<file path="config.mk">
export PLATFORM = sky130hd
export DESIGN_NAME = multimode_timer
export DESIGN_NICKNAME = d
export VERILOG_FILES = /design/src/rtl/timer_pkg.sv /design/src/rtl/tick_divider.sv /design/src/rtl/multimode_timer.sv
export SDC_FILE = /design/constraint.sdc
export NUM_CORES = 1
export LEC_CHECK = 0
export ABC_AREA = 1
export CORE_ASPECT_RATIO = 0.75
export CORE_MARGIN = 4
export CORE_UTILIZATION = 30
export CTS_CLUSTER_DIAMETER = 40
export DETAILED_ROUTE_END_ITERATION = 6
export SYNTH_ARGS = -nofsm -noshare
export SYNTH_HDL_FRONTEND = slang
export SYNTH_HIERARCHICAL = 1
export SYNTH_SLANG_ARGS = --single-unit
</file>
<file path="constraint.sdc">
create_clock -name clockSignal -period 9.6 [get_ports clockSignal]
set_input_delay 0.96 -clock clockSignal [delete_from_list [all_inputs] [get_ports clockSignal]]
set_output_delay 0.96 -clock clockSignal [all_outputs]
set_load 0.005 [all_outputs]
</file>
<file path="src/rtl/timer_pkg.sv">
// Shared types and constants for the multimode_timer timekeeping core.
package timer_pkg;

    typedef enum logic [1:0] {
        MODE_TIMER     = 2'd0,
        MODE_STOPWATCH = 2'd1,
        MODE_CLOCK     = 2'd2,
        MODE_ALARM     = 2'd3
    } mode_e;

    // Centiseconds in one day; time-of-day wraps at this count.
    localparam int DEFAULT_DAY_TICKS = 8640000;

endpackage

</file>
<file path="src/rtl/tick_divider.sv">
// Free-running divider producing a one-cycle centisecond tick every TICK_DIV clocks.
module tick_divider #(
    parameter int TICK_DIV = 100000
) (
    input  logic clockSignal,
    input  logic splitOrReset,
    output logic o_tick
);
    localparam int DW = $clog2(TICK_DIV);
    localparam logic [DW-1:0] LAST = DW'(TICK_DIV - 1);

    logic [DW-1:0] r_cnt;

    // Count 0..TICK_DIV-1 and wrap.
    always_ff @(posedge clockSignal or posedge splitOrReset) begin
        if (splitOrReset)       r_cnt <= '0;
        else if (r_cnt == LAST) r_cnt <= '0;
        else                    r_cnt <= r_cnt + 1'b1;
    end

    assign o_tick = (r_cnt == LAST);
endmodule

</file>
<file path="src/rtl/multimode_timer.sv">
// Four-function timekeeper: countdown timer, stopwatch with laps, time of day, alarm.
// All functions run concurrently; mode only selects the display and load target.
// Build option: define LAP_BUFFER_EN for a LAP_DEPTH-entry lap FIFO; otherwise a
// single overwrite-on-push lap register is used.
module multimode_timer
    import timer_pkg::*;
#(
    parameter int CNT_W     = 32,
    parameter int TICK_DIV  = 100000,
    parameter int LAP_DEPTH = 4,
    parameter int DAY_TICKS = DEFAULT_DAY_TICKS
) (
    input  logic                           clockSignal,
    input  logic                           splitOrReset,
    input  logic                           mode_pulse,
    input  logic                           start_pulse,
    input  logic                           lap_pulse,
    input  logic                           load_en,
    input  logic [CNT_W-1:0]               load_val,
    input  logic                           lap_rd,
    output logic [1:0]                     mode,
    output logic [CNT_W-1:0]               display_val,
    output logic                           running,
    output logic                           ring,
    output logic [CNT_W-1:0]               lap_val,
    output logic                           lap_valid,
    output logic [$clog2(LAP_DEPTH+1)-1:0] lap_count
);
    localparam int CW = $clog2(LAP_DEPTH+1);
    localparam logic [CNT_W-1:0] DAY_LIM = CNT_W'(DAY_TICKS);
    localparam logic [CNT_W-1:0] DAY_MAX = CNT_W'(DAY_TICKS - 1);

    mode_e            r_mode;
    logic [CNT_W-1:0] r_cd_val, r_sw_val, r_tod, r_alarm_time;
    logic             r_cd_run, r_sw_run, r_alarm_armed, r_ring;

    logic             w_tick;
    logic             w_in_t, w_in_s, w_in_c, w_in_a;
    logic             w_start, w_dismiss, w_load_ok;
    logic             w_cd_load, w_cd_tog, w_cd_clr, w_cd_dec, w_cd_expire;
    logic             w_sw_tog, w_sw_inc, w_lap_push, w_lap_flush;
    logic             w_tod_load, w_al_load, w_al_tog, w_alarm_hit;
    logic [CNT_W-1:0] w_tod_inc;

    tick_divider #(.TICK_DIV(TICK_DIV)) u_div (
        .clockSignal  (clockSignal),
        .splitOrReset (splitOrReset),
        .o_tick       (w_tick)
    );

    assign w_in_t    = (r_mode == MODE_TIMER);
    assign w_in_s    = (r_mode == MODE_STOPWATCH);
    assign w_in_c    = (r_mode == MODE_CLOCK);
    assign w_in_a    = (r_mode == MODE_ALARM);
    // A start while ringing is only a dismiss.
    assign w_dismiss = start_pulse & r_ring;
    assign w_start   = start_pulse & ~r_ring;
    assign w_load_ok = (load_val < DAY_LIM);

    assign w_cd_load   = w_in_t & load_en;
    assign w_cd_tog    = w_in_t & w_start & (r_cd_val != '0) & ~w_cd_load;
    assign w_cd_clr    = w_in_t & lap_pulse & ~r_cd_run & ~w_cd_load & ~w_cd_tog;
    assign w_cd_dec    = r_cd_run & w_tick & ~w_cd_load & ~w_cd_tog;
    assign w_cd_expire = w_cd_dec & (r_cd_val == CNT_W'(1));

    assign w_sw_tog    = w_in_s & w_start;
    assign w_lap_push  = w_in_s & lap_pulse & r_sw_run & ~w_sw_tog;
    assign w_lap_flush = w_in_s & lap_pulse & ~r_sw_run & ~w_sw_tog;
    assign w_sw_inc    = r_sw_run & w_tick & ~w_sw_tog & (r_sw_val != '1);

    assign w_tod_load  = w_in_c & load_en & w_load_ok;
    assign w_tod_inc   = (r_tod == DAY_MAX) ? '0 : r_tod + 1'b1;
    assign w_al_load   = w_in_a & load_en & w_load_ok;
    assign w_al_tog    = w_in_a & w_start & ~w_al_load;
    assign w_alarm_hit = w_tick & ~w_tod_load & r_alarm_armed & (w_tod_inc == r_alarm_time);

    // Mode select and sticky ring; a new trigger outranks a same-cycle dismiss.
    always_ff @(posedge clockSignal or posedge splitOrReset) begin
        if (splitOrReset) begin
            r_mode <= MODE_TIMER;
            r_ring <= 1'b0;
        end else begin
            if (mode_pulse) r_mode <= mode_e'(r_mode + 2'd1);
            if (w_cd_expire | w_alarm_hit) r_ring <= 1'b1;
            else if (w_dismiss)            r_ring <= 1'b0;
        end
    end

    // Countdown timer: load > start > lap-clear > tick.
    always_ff @(posedge clockSignal or posedge splitOrReset) begin
        if (splitOrReset) begin
            r_cd_val <= '0;
            r_cd_run <= 1'b0;
        end else if (w_cd_load) begin
            r_cd_val <= load_val;
            r_cd_run <= 1'b0;
        end else if (w_cd_tog) begin
            r_cd_run <= ~r_cd_run;
        end else if (w_cd_clr) begin
            r_cd_val <= '0;
        end else if (w_cd_dec) begin
            r_cd_val <= r_cd_val - 1'b1;
            if (w_cd_expire) r_cd_run <= 1'b0;
        end
    end

    // Stopwatch: saturating up-count, cleared by a lap while stopped.
    always_ff @(posedge clockSignal or posedge splitOrReset) begin
        if (splitOrReset) begin
            r_sw_val <= '0;
            r_sw_run <= 1'b0;
        end else if (w_sw_tog) begin
            r_sw_run <= ~r_sw_run;
        end else if (w_lap_flush) begin
            r_sw_val <= '0;
        end else if (w_sw_inc) begin
            r_sw_val <= r_sw_val + 1'b1;
        end
    end

    // Time of day and alarm; out-of-range loads are dropped.
    always_ff @(posedge clockSignal or posedge splitOrReset) begin
        if (splitOrReset) begin
            r_tod         <= '0;
            r_alarm_time  <= '0;
            r_alarm_armed <= 1'b0;
        end else begin
            if (w_tod_load)  r_tod <= load_val;
            else if (w_tick) r_tod <= w_tod_inc;
            if (w_al_load) begin
                r_alarm_time  <= load_val;
                r_alarm_armed <= 1'b1;
            end else if (w_al_tog) begin
                r_alarm_armed <= ~r_alarm_armed;
            end
        end
    end

`ifdef LAP_BUFFER_EN
    localparam int PW = (LAP_DEPTH > 1) ? $clog2(LAP_DEPTH) : 1;

    logic [CNT_W-1:0] r_lap_mem [LAP_DEPTH];
    logic [PW-1:0]    r_rd_ptr, r_wr_ptr;
    logic [CW-1:0]    r_lap_cnt;
    logic             w_pop, w_full;

    function automatic logic [PW-1:0] f_next(input logic [PW-1:0] p);
        return (p == PW'(LAP_DEPTH - 1)) ? '0 : p + 1'b1;
    endfunction

    assign w_pop  = lap_rd & (r_lap_cnt != '0);
    assign w_full = (r_lap_cnt == CW'(LAP_DEPTH));

    // Circular lap FIFO; a push into a full buffer evicts the oldest entry.
    always_ff @(posedge clockSignal or posedge splitOrReset) begin
        if (splitOrReset) begin
            for (int i = 0; i < LAP_DEPTH; i++) r_lap_mem[i] <= '0;
            r_rd_ptr  <= '0;
            r_wr_ptr  <= '0;
            r_lap_cnt <= '0;
        end else if (w_lap_flush) begin
            r_rd_ptr  <= '0;
            r_wr_ptr  <= '0;
            r_lap_cnt <= '0;
        end else begin
            if (w_lap_push) begin
                r_lap_mem[r_wr_ptr] <= r_sw_val;
                r_wr_ptr            <= f_next(r_wr_ptr);
            end
            if ((w_lap_push & w_full) | w_pop) r_rd_ptr <= f_next(r_rd_ptr);
            if (w_lap_push & ~w_pop & ~w_full) r_lap_cnt <= r_lap_cnt + 1'b1;
            else if (w_pop & ~w_lap_push)      r_lap_cnt <= r_lap_cnt - 1'b1;
        end
    end

    assign lap_valid = (r_lap_cnt != '0);
    assign lap_count = r_lap_cnt;
    assign lap_val   = lap_valid ? r_lap_mem[r_rd_ptr] : '0;
`else
    logic [CNT_W-1:0] r_lap_reg;
    logic             r_lap_vld;

    // Single lap register; a push overwrites and wins over a same-cycle read.
    always_ff @(posedge clockSignal or posedge splitOrReset) begin
        if (splitOrReset) begin
            r_lap_reg <= '0;
            r_lap_vld <= 1'b0;
        end else if (w_lap_flush) begin
            r_lap_reg <= '0;
            r_lap_vld <= 1'b0;
        end else if (w_lap_push) begin
            r_lap_reg <= r_sw_val;
            r_lap_vld <= 1'b1;
        end else if (lap_rd) begin
            r_lap_vld <= 1'b0;
        end
    end

    assign lap_valid = r_lap_vld;
    assign lap_count = CW'(r_lap_vld);
    assign lap_val   = r_lap_vld ? r_lap_reg : '0;
`endif

    assign mode = r_mode;
    assign ring = r_ring;

    // Display and running flag follow the selected function.
    always_comb begin
        display_val = r_cd_val;
        running     = 1'b0;
        case (r_mode)
            MODE_TIMER:     begin display_val = r_cd_val;     running = r_cd_run;      end
            MODE_STOPWATCH: begin display_val = r_sw_val;     running = r_sw_run;      end
            MODE_CLOCK:     begin display_val = r_tod;        running = 1'b0;          end
            MODE_ALARM:     begin display_val = r_alarm_time; running = r_alarm_armed; end
            default:        begin display_val = r_cd_val;     running = 1'b0;          end
        endcase
    end
endmodule

</file>
## Word-level counts from Yosys, hierarchy flattened

Cells that the tools add are included.
Widths: inputs -> output; s select.

- Flip-flop bits (word level): 184
- Input port bits: 39
- Output and inout port bits: 72
- Logic and storage cells: 111

- $add $sub $neg: 5
- $lt $le $gt $ge: 1
- Eq/ne operators: 10
- Muxes and demuxes: 27
- Bitwise operators: 42
- Reduce and logical (&&, ||, !) cells: 14

Operators with widths:

| operator | number |
|---|---|
| $mux 32 | 12 |
| $pmux 32 s4 | 1 |
| $add 32x1->32 const B | 2 |
| $and 1x1->1 | 32 |
| $eq 32x1->1 const B | 1 |
| $eq 32x24->1 const B | 1 |
| $eq 32x32->1 | 1 |
| $lt 32x24->1 const B | 1 |
| $ne 32x32->1 const B | 1 |
| $reduce_bool 32->1 | 1 |
| $sub 32x1->32 const B | 1 |
| $add 17x1->17 const B | 1 |
| $eq 17x17->1 const B | 1 |
| $mux 17 | 1 |
| $mux 1 | 12 |
| $reduce_bool 3->1 | 4 |
| $reduce_bool 2->1 | 5 |
| $not 1->1 | 9 |
| $eq 2x2->1 const B | 2 |
| $pmux 1 s4 | 1 |
| $reduce_and 2->1 | 2 |
| $ne 3x3->1 const B | 1 |
| $reduce_and 3->1 | 1 |
| $add 2x1->2 const B | 1 |
| 4 further kinds | 4 |

## Depth between registers and ports, before layout

- Word-level depth: 13
- Depth in mapped cells: 17
- Mapped depth without buffers: 17

## Modules after synthesis

The synthesis kept the hierarchy.

Modules (own cells, without submodules):

| module | times used | cells an instance | area an instance (sq um) | sequential area each (sq um) |
|---|---|---|---|---|
| multimode_timer | 1 | 1682 | 11258.3 | 4179.0 |
| tick_divider | 1 | 144 | 977.2 | 425.4 |

## Worst setup path after synthesis

OpenSTA, ideal clock, no wires.

- Path type: register to output
- From: reg r_mode[0], in the netlist mode[0]
- To: out display_val[0]
- Arrival: 1595 ps
- Data required time: 8640 ps
- Setup slack: 7045 ps
- Cell stages (with the launch flop): 8
- Buffers on the path: 2
- Cells stage by stage: dfrtp_1 -> ha_1 -> inv_1 -> clkbuf_1 -> clkbuf_1 -> o21ai_0 -> a221oi_1 -> a21oi_1

- Cells in the longest elaborated chain, start to end: 2
- Elaborated cells on any way between the ends: 5
- Those cells by class: eq/ne: 3; mux: 1; reduce/logical: 1

RTL lines:

| what | RTL line | RTL |
|---|---|---|
| start: declaration | multimode_timer.sv:33 | `mode_e r_mode;` |
| start signal: assignment | multimode_timer.sv:83 | `if (mode_pulse) r_mode <= mode_e'(r_mode + 2'd1);` |
| $eq 2x2->1, or another cell as far along | multimode_timer.sv:211 | `case (r_mode)` |
| $pmux 32 s4 (*) | multimode_timer.sv:211 |  |
| end: declaration | multimode_timer.sv:22 | `output logic [CNT_W-1:0] display_val,` |

Mark *: on every way between the ends. The rest lies on a longest branch, timed or not.

## Worst setup path in the final report

- From: reg r_mode[0], in the netlist mode[0]
- To: out display_val[20]

The elaborated chain is that of the path after synthesis.

==> results.cfg <==
[place]
place.gp.congestion = 1.00
port_buffers = 108
hpwl_mm = 34.9
place_area_um2 = 13700

[synthesis]
syn_inst = 1826
ys.flop_type = dfrtp_1
async_flop_share_pct = 100
synth_cell_types = 42
synth_edf_count = 0
seq_area_frac_synth_pct = 37.6
ys_seq_elements = 184
syn_area_um2 = 12200
yosys_warnings = 6
syn_area_per_cell_um2 = 6.70

[floorplanning]
die_x_um = 241
die_area_um2 = 44100
initial_core_util_pct = 30.7
die_h_um = 183
std_cell_rows = 63
placeableCoreArea_um2 = 39900
num_io_pins = 111

[flow_run]
drv_cap = 0

[sta]
slew_violations = 0
holdWs_ns = 0.484
hold_viol = 0
rsz0062_at_grt = no
setup_viol = 0
worstMarginPinSlew_ns = 1.07
fin_crit_ns = 4.58
max_freq_ghz = 0.219
period_share_pct = 47.7
finalClockSkew_ns = 0.0153
maxSlewHeadroom_pct = 28.8
final.setup.tns_ns = 0

[detailed_routing]
ant_nets = 0
first_iter_violations = 1526
drt_wl_total_mm = 46.3
viasPerCell = 5.22
post-route-drc-count = 0
wire_per_inst_um = 19.0
dr.pass1.iters = 6
vias = 12683

[finish]
nFillCells = 4212
fin_util_pct = 36.1
register_area_um2 = 4600
multiInputGateArea_um2 = 6270
final_nets = 1949
syn_to_final_growth_pct = 17.7
antenna_cells = 0
stdcell_area_um2 = 14400
drive_above_1_share_pct = 4.50

[power]
power.switching_mw = 1.53
p_leak_nw = 6.65
p_total_mw = 3.53
switching_share_pct = 43.3
ir_drop_uv = 119
internal_power_mw = 2.00
p_comb_share_pct = 43.5
clkPwrFrac_pct = 24.2
power.density_nw_per_um2 = 245
p_seq_share_pct = 32.3

[clocking]
root_buffer = clkbuf_16
cts_tree = done
clkTransAtPathRegs_ns = 0.07
cts_resized = 0
clk_path_buf_depth = 2
htree_levels = 4
cts_made_buffers = 17
postCtsSetupBuffers = 0
clock-sinks = 184
cts_hold_buffers = 0
clock_latency_ns = 0.46

[worst_setup_path]
start_kind = flip-flop
reg2reg_depth = 9
crit_type = reg -> out
reg2reg_slack_ns = 5.92
worstReg2RegEnd = r_cd_val[6]
reg2reg_from = mode[0]
critPathMaxFanout = 38
cp.required_ns = 8.64
worstPathArrival_ns = 3.62
cp-end-kind = primary output

[grt]
grt_max_degree = 99
grt_first_pass_wirelength_mm = 71.3
grt_remaining_overflow = 0
track_usage_pct = 20.9
antenna_found_initial = 0
grt_pass1_vias = 11816

[hold_path]
min_to = r_lap_reg[21]
min_path_cells = 2
hp-class = reg -> reg
min_from = r_lap_reg[21]

[run_status]
status = completed
-- metrics by stage --
stage / std cells / setup slack, ns
2_1_floorplan: 1827 / 4.12
3_3_place_gp: 2400 / 5.32
3_5_place_dp: 2400 / 5.29
4_1_cts: 2429 / 5.01
5_1_grt: 2429 / 4.76
6_report: 2429 / 5.02
-- cells in the mapped netlist (29+ instances only) --
cell type	count	area, µm²
nor3_1	34	170
nand4_1	37	231
clkbuf_1	45	169
a221oi_1	29	254
o21ai_0	142	711
inv_1	262	983
nor2_1	162	608
dfrtp_1	184	4600
xor2_1	32	280
nand3_1	131	656
a21oi_1	46	230
nand2_1	556	2090
-- critical path, cell delays in order, from the launching register on --
cell and delay [ns]:
dfrtp_1 0.43, inv_1 0.12, ha_1 0.21, buf_4 0.28
inv_1 0.77, o21ai_0 0.20, a221oi_1 0.48, a21oi_1 0.17
clkdlybuf4s50_1 0.49
-- how the worst max path moves through the flow --
stage,endpoint,from
final,display_val[20],mode[0]
after global placement,ring,load_val[13]
after detailed placement,ring,load_val[26]
after global routing,display_val[1],mode[0]
after CTS,display_val[20],mode[0]
after floorplan,lap_valid,splitOrReset
-- kinds of logic after synthesis --
kind of cell | synth area share (%)
AO/OA/AOI/OAI | 13.9
XOR/XNOR | 2.58
adder cells (fa/ha/maj) | 1.12
buffers and inverters | 11.2
flip-flops | 37.6
other | 0.0306
AND/OR/NAND/NOR | 33.4
-- cell type report --
type | instances | share of cell area [%]
clock inverters | 11 | 1.70
well taps | 520 | 4.52
clock buffers | 18 | 3.05
flip-flops and latches | 184 | 32.0
multi-input cells | 1305 | 43.5
inverters | 272 | 7.13
repair buffers | 119 | 8.08
-- routing by layer --
| layer | wire length, µm | global-route usage (%) | vias up |
|---|---|---|---|
| met1 | 21600 | 31.4 | 6025 |
| met3 | 3850 | 4.27 | 57 |
| met5 | 0 | 0 | - |
| met4 | 971 | 5.09 | 0 |
| met2 | 19800 | 30.7 | 571 |
| li1 | - | - | 6030 |
-- power by group through the flow --
stage / Clock, mW / Sequential [mW] / Combinational, mW
after floorplan: 0 / 1.06 / 0.904
after global placement: 0 / 1.15 / 1.50
after detailed placement: 0 / 1.15 / 1.50
after CTS: 0.864 / 1.14 / 1.51
after global routing: 0.893 / 1.16 / 1.68
final: 0.854 / 1.14 / 1.53
-- cells in the final DEF, fill, tap and decap left out, types with 4 or more instances in the layout --
| cell type | instances |
|---|---|
| bufinv_16 | 7 |
| nand3_1 | 131 |
| nor4_1 | 8 |
| inv_1 | 261 |
| o221ai_1 | 22 |
| dfrtp_1 | 184 |
| nor2_2 | 16 |
| clkdlybuf4s50_1 | 108 |
| o31ai_1 | 7 |
| nand2_1 | 556 |
| o21ai_1 | 23 |
| clkbuf_16 | 17 |
| nor2_1 | 162 |
| ha_1 | 11 |
| nor2_4 | 4 |
| o22ai_1 | 7 |
| nor3_1 | 34 |
| xor2_1 | 32 |
| a221oi_1 | 29 |
| o21ai_0 | 142 |
| buf_4 | 11 |
| nand4_1 | 37 |
| a21oi_1 | 46 |
| nand2_2 | 9 |
| inv_2 | 8 |
| xnor2_1 | 4 |
No activity file was read; power rests on OpenSTA's default activity.
